File: config.mk
export PLATFORM = sky130hd
export DESIGN_NAME = button_debouncer
export DESIGN_NICKNAME = d
export VERILOG_FILES = /design/src/rtl/button_debouncer.sv
export SDC_FILE = /design/constraint.sdc
export NUM_CORES = 1
export LEC_CHECK = 0
export CELL_PAD_IN_SITES_DETAIL_PLACEMENT = 0
export CELL_PAD_IN_SITES_GLOBAL_PLACEMENT = 1
export CORE_MARGIN = 10
export CORE_UTILIZATION = 50
export CTS_CLUSTER_DIAMETER = 60
export CTS_CLUSTER_SIZE = 24
export DETAILED_ROUTE_END_ITERATION = 10
export PLACE_DENSITY_LB_ADDON = 0.05
export SLEW_MARGIN = 20
export SYNTH_ARGS = -nofsm -noshare
export SYNTH_HDL_FRONTEND = slang
export SYNTH_SLANG_ARGS = --single-unit
File: constraint.sdc
create_clock -name clk -period 10.7 [get_ports clk]
set_input_delay 2.14 -clock clk [delete_from_list [all_inputs] [get_ports clk]]
set_output_delay 2.14 -clock clk [all_outputs]
set_load 0.03 [all_outputs]
File: src/rtl/button_debouncer.sv
// Synchronises, debounces and edge-detects N push-buttons. Each channel produces a clean level,
// press/release pulses and a long-press pulse and level.
module button_debouncer #(
    parameter int unsigned N      = 3,
    parameter int unsigned T      = 1000 * 1000,
    parameter int unsigned LONG_T = 50 * 1000 * 1000,
    parameter logic        INVERT = 1'b0
) (
    input  logic         clk,
    input  logic         reset,
    input  logic [N-1:0] btn_in,
    output logic [N-1:0] btn_state,
    output logic [N-1:0] press_pulse,
    output logic [N-1:0] release_pulse,
    output logic [N-1:0] long_press,
    output logic [N-1:0] long_held
);

    localparam int unsigned CW = (T > 1) ? $clog2(T + 1) : 1;
    localparam int unsigned HW = (LONG_T > 1) ? $clog2(LONG_T + 1) : 1;
    localparam logic [CW-1:0] CntLast  = CW'(T - 1);
    localparam logic [HW-1:0] HoldMax  = HW'(LONG_T);
    localparam logic [HW-1:0] HoldLast = HW'(LONG_T - 1);

    typedef enum logic [1:0] {StLow, StRiseWait, StHigh, StFallWait} state_e;

    logic [N-1:0] sync1_q, sync2_q;

    always_ff @(posedge clk or posedge reset) begin
        if (reset) begin
            sync1_q <= '0;
            sync2_q <= '0;
        end else begin
            sync1_q <= btn_in ^ {N{INVERT}};
            sync2_q <= sync1_q;
        end
    end

    for (genvar i = 0; i < N; i++) begin : g_ch
        state_e        state_q, state_d;
        logic [CW-1:0] cnt_q, cnt_d;
        logic [HW-1:0] hold_q, hold_d;
        logic          level_q, level_d;
        logic          press_q, press_d;
        logic          rel_q, rel_d;
        logic          lp_q, lp_d;
        logic          lh_q, lh_d;
        logic          s;

        assign s = sync2_q[i];

        always_comb begin
            state_d = state_q;
            cnt_d   = cnt_q;
            level_d = level_q;
            press_d = 1'b0;
            rel_d   = 1'b0;
            unique case (state_q)
                StLow: begin
                    if (s) begin
                        if (T == 1) begin
                            state_d = StHigh;
                            level_d = 1'b1;
                            press_d = 1'b1;
                            cnt_d   = '0;
                        end else begin
                            state_d = StRiseWait;
                            cnt_d   = CW'(1);
                        end
                    end
                end
                StRiseWait: begin
                    if (!s) begin
                        state_d = StLow;
                        cnt_d   = '0;
                    end else if (cnt_q == CntLast) begin
                        state_d = StHigh;
                        level_d = 1'b1;
                        press_d = 1'b1;
                        cnt_d   = '0;
                    end else begin
                        cnt_d = cnt_q + 1'b1;
                    end
                end
                StHigh: begin
                    if (!s) begin
                        if (T == 1) begin
                            state_d = StLow;
                            level_d = 1'b0;
                            rel_d   = 1'b1;
                            cnt_d   = '0;
                        end else begin
                            state_d = StFallWait;
                            cnt_d   = CW'(1);
                        end
                    end
                end
                StFallWait: begin
                    if (s) begin
                        state_d = StHigh;
                        cnt_d   = '0;
                    end else if (cnt_q == CntLast) begin
                        state_d = StLow;
                        level_d = 1'b0;
                        rel_d   = 1'b1;
                        cnt_d   = '0;
                    end else begin
                        cnt_d = cnt_q + 1'b1;
                    end
                end
                default: state_d = StLow;
            endcase

            // Hold counter follows the registered level, so FALL_WAIT bounces keep their credit
            hold_d = hold_q;
            lp_d   = 1'b0;
            lh_d   = lh_q;
            if (!level_q) begin
                hold_d = '0;
            end else if (hold_q != HoldMax) begin
                hold_d = hold_q + 1'b1;
                if (hold_q == HoldLast && !rel_d) begin
                    lp_d = 1'b1;
                    lh_d = 1'b1;
                end
            end
            if (rel_d) lh_d = 1'b0;
        end

        always_ff @(posedge clk or posedge reset) begin
            if (reset) begin
                state_q <= StLow;
                cnt_q   <= '0;
                hold_q  <= '0;
                level_q <= 1'b0;
                press_q <= 1'b0;
                rel_q   <= 1'b0;
                lp_q    <= 1'b0;
                lh_q    <= 1'b0;
            end else begin
                state_q <= state_d;
                cnt_q   <= cnt_d;
                hold_q  <= hold_d;
                level_q <= level_d;
                press_q <= press_d;
                rel_q   <= rel_d;
                lp_q    <= lp_d;
                lh_q    <= lh_d;
            end
        end

        assign btn_state[i]     = level_q;
        assign press_pulse[i]   = press_q;
        assign release_pulse[i] = rel_q;
        assign long_press[i]    = lp_q;
        assign long_held[i]     = lh_q;
    end

endmodule
==> flow_metrics.env <==
export IMPL_cts_resized=0
export IMPL_fin_util_pct=55.65
export IMPL_critPathMaxFanout=30
export IMPL_final_layout_size_suffix_gt1_share_pct=5.502
export IMPL_synth_common_cells="dfrtp_1 (165), nand2_1 (76), and2_1 (75), nand3_1 (65), xnor2_1 (45)"
export IMPL_clk_pin_slew_ps=60
export IMPL_period_share_pct=39.35
export IMPL_grt_max_degree=100
export IMPL_syn_nets=931
export IMPL_ir_worst_vdd_uv=138.9
export IMPL_ys_ff_latch=165
export IMPL_crit_path_top_delay_cell="dfrtp_1"
export IMPL_synth_xor_area_share_pct=7.145
export IMPL_leakage_nw=3.988
export IMPL_die_area_um2=23080
export IMPL_worstPathBufferInverterCount=1
export IMPL_drtPass1Iterations=4
export IMPL_required_ps=8560
export IMPL_drtIter0Drc=333
export IMPL_drt_wirelength_per_cell_um=15.63
export IMPL_root_buffer="clkbuf_16"
export IMPL_coreArea_um2=17180
export IMPL_hp_start="sync1_q[1]$_DFF_PP0_"
export IMPL_synthFlopType="dfrtp_1"
export IMPL_dieWidth_um=151.9
export IMPL_clockBufferDepth=2
export IMPL_antenna_left=0
export IMPL_synth_top_area_share_pct=47.44
export IMPL_die_h_um=151.9
export IMPL_period_needed_ps=4210
export IMPL_slew_headroom_pct=32.22
export IMPL_via_per_inst=5.702
export IMPL_h_tree_depth=4
export IMPL_gr_total_overflow=0
export IMPL_reg2reg_depth=5
export IMPL_portBuffers=19
export IMPL_synth_edf_count=0
export IMPL_initial_core_util_pct=50.67
export IMPL_hold_class="register to register"
export IMPL_post_cts_buffers=0
export IMPL_worst_hold_slack_ps=346.8
export IMPL_clock_latency_ps=430
export IMPL_reg2reg_slack_ps=8170
export IMPL_cts_hold_buf=0
export IMPL_synth_compound_area_share_pct=10.68
export IMPL_r2r_start="g_ch[2].cnt_q[10]$_DFFE_PP0P_"
export IMPL_track_usage_pct=15.73
export IMPL_post_synth_num_cell_types=61
export IMPL_diodes=0
export IMPL_synthArstFlopShare_pct=100.0
export IMPL_hold_end="sync2_q[1]$_DFF_PP0_"
export IMPL_hold_viol=0
export IMPL_slew_viol_final=0
export IMPL_worst_pin_slew_ps=1010
export IMPL_p_per_area_nw_per_um2=162.8
export IMPL_path_class="register to output pin"
export IMPL_critical_path_depth=1
export IMPL_crit_chain="clkdlybuf4s50_1"
export IMPL_yosysMostFrequentCell="dfrtp_1"
export IMPL_fin_skew_ps=7.343
export IMPL_slowest_delay_ps=820
export IMPL_io_pins=20
export IMPL_fillCellCount=1568
export IMPL_post_route_drc_count=0
export IMPL_numCtsBuffers=17
export IMPL_holdPathStages=0
export IMPL_synthSimpleGateAreaFrac_pct=28.36
export IMPL_outcome="completed"
export IMPL_power_total_mw=1.556
export IMPL_finalSetupViolCount=0
export IMPL_synth_area_mux_share_pct=0.9488
export IMPL_vias=6569
export IMPL_gp_congestion=0.8020
export IMPL_cp_data_arrival_time_ps=2070
export IMPL_yosys_area_top_type="dfrtp_1"
export IMPL_rows=48
export IMPL_clock_sinks=165
export IMPL_syn2layout_area_growth_pct=9.819
export IMPL_syn_cell_area_um2=8703
export IMPL_yosysSeqAreaShare_pct=47.44
export IMPL_grt_pass1_vias=6516
export IMPL_dp_hpwl_mm=11.92
export IMPL_synth_top_family_by_area="simple AND/OR/NAND/NOR gates"
export IMPL_fin_tns_setup_ps=0
export IMPL_cap_violations=0
export IMPL_synth_fa_ha_area_share_pct=1.294
export IMPL_yosysWarnings=0
export IMPL_fmax_ghz=0.2375
export IMPL_rsz0062_at_grt="false"
export IMPL_synthCells=917
export IMPL_antenna_found_initial=0
export IMPL_syn_mean_instance_area_um2=9.491
export IMPL_startpoint_type="register"
export IMPL_fin_nets=929
export IMPL_cts_tree="yes"
export IMPL_grt_pass1_wl_mm=31.46
export IMPL_crit_path_end_kind="output pin"
export IMPL_wirelength_mm=18.01
export IMPL_cp_top_family="flip-flops"
export IMPL_yosys_top_cells_area="dfrtp_1 (47%), and2_1 (5.4%), xnor2_1 (4.5%), nand3_1 (3.7%), nand2_1 (3.3%)"
## through the flow
step / cells / cell area (um2) / setup slack [ps]
3_5_place_dp: 1121 / 8975 / 6440
6_report: 1152 / 9558 / 6490
3_3_place_gp: 1121 / 8975 / 6495
4_1_cts: 1152 / 9548 / 6433
5_1_grt: 1152 / 9558 / 6329
2_1_floorplan: 917 / 8703 / 4098
## per-layer routing
metal / global-route usage, % / up-vias / wire length, um
met5: 0 / - / 0
met4: 4.723 / 0 / 216
met3: 3.443 / 17 / 460
met2: 25.17 / 68 / 8513
met1: 20.86 / 3240 / 8818
li1: - / 3244 / -
## power by group
part | internal [mW] | switching [mW] | leakage, nW | total [mW]
Sequential | 0.650 | 0.0376 | 2.27 | 0.688
Combinational | 0.0826 | 0.178 | 1.45 | 0.261
Clock | 0.364 | 0.244 | 0.273 | 0.608
## final cells by class
class	instances	area, um2	share of cell area, %
Timing Repair Buffer	22	212.7	2.225
Tap cell	225	281.5	2.945
Clock inverter	10	132.6	1.388
Multi-Input combinational cell	674	4225	44.21
Sequential cell	165	4129	43.20
Inverter	35	136.4	1.427
Clock buffer	21	440.4	4.608
## layout by cell type (no fill, tap or decap), types with 4 or more instances in the layout
cell type / n
a41oi_1: 5
nand3_1: 65
xnor2_1: 45
or3_1: 20
nor3_1: 26
xor2_1: 26
a31oi_1: 25
clkdlybuf4s50_1: 19
nor3b_1: 7
nand2b_1: 4
clkbuf_1: 4
nand2_1: 76
and3_1: 12
clkbuf_16: 17
ha_1: 9
a21boi_0: 5
mux2i_1: 6
inv_1: 34
a21o_1: 11
nand4_1: 35
nor4b_1: 7
and4_1: 13
or4_1: 5
dfrtp_1: 165
o21ai_1: 10
nor2_1: 41
nor4_1: 12
clkinv_2: 4
nor2b_1: 10
o21ai_0: 36
a21oi_1: 33
a22o_1: 5
o31ai_1: 4
o21a_1: 7
and2_1: 75
## worst max-delay path by stage
stage / end / slack (ps) / from
CTS: btn_state[2] / 6430 / g_ch[2].level_q$_DFFE_PP0P_
global route: btn_state[2] / 6330 / g_ch[2].level_q$_DFFE_PP0P_
detailed placement: g_ch[0].hold_q[23]$_DFFE_PP0P_ / 6440 / reset
floorplan: async pin / 4100 / reset
finish: btn_state[2] / 6490 / g_ch[2].level_q$_DFFE_PP0P_
global placement: g_ch[0].hold_q[20]$_DFFE_PP0P_ / 6490 / reset
## flip-flops by register name (all words and copies together) (netlist names), named ones only
register	flops
sync1_q	3
g_ch.lp_q	3
g_ch.cnt_q	60
g_ch.level_q	3
g_ch.press_q	3
g_ch.lh_q	3
g_ch.rel_q	3
g_ch.hold_q	78
sync2_q	3
g_ch.state_q	3
## kinds of logic after synthesis
kind of cell / Yosys count
adder cells (fa/ha/maj): 9
multiplexers: 8
flip-flops: 165
AO/OA/AOI/OAI: 152
XOR/XNOR: 71
AND/OR/NAND/NOR: 434
buffers and inverters: 78
Note: power is estimated with default switching activity, not from simulation.
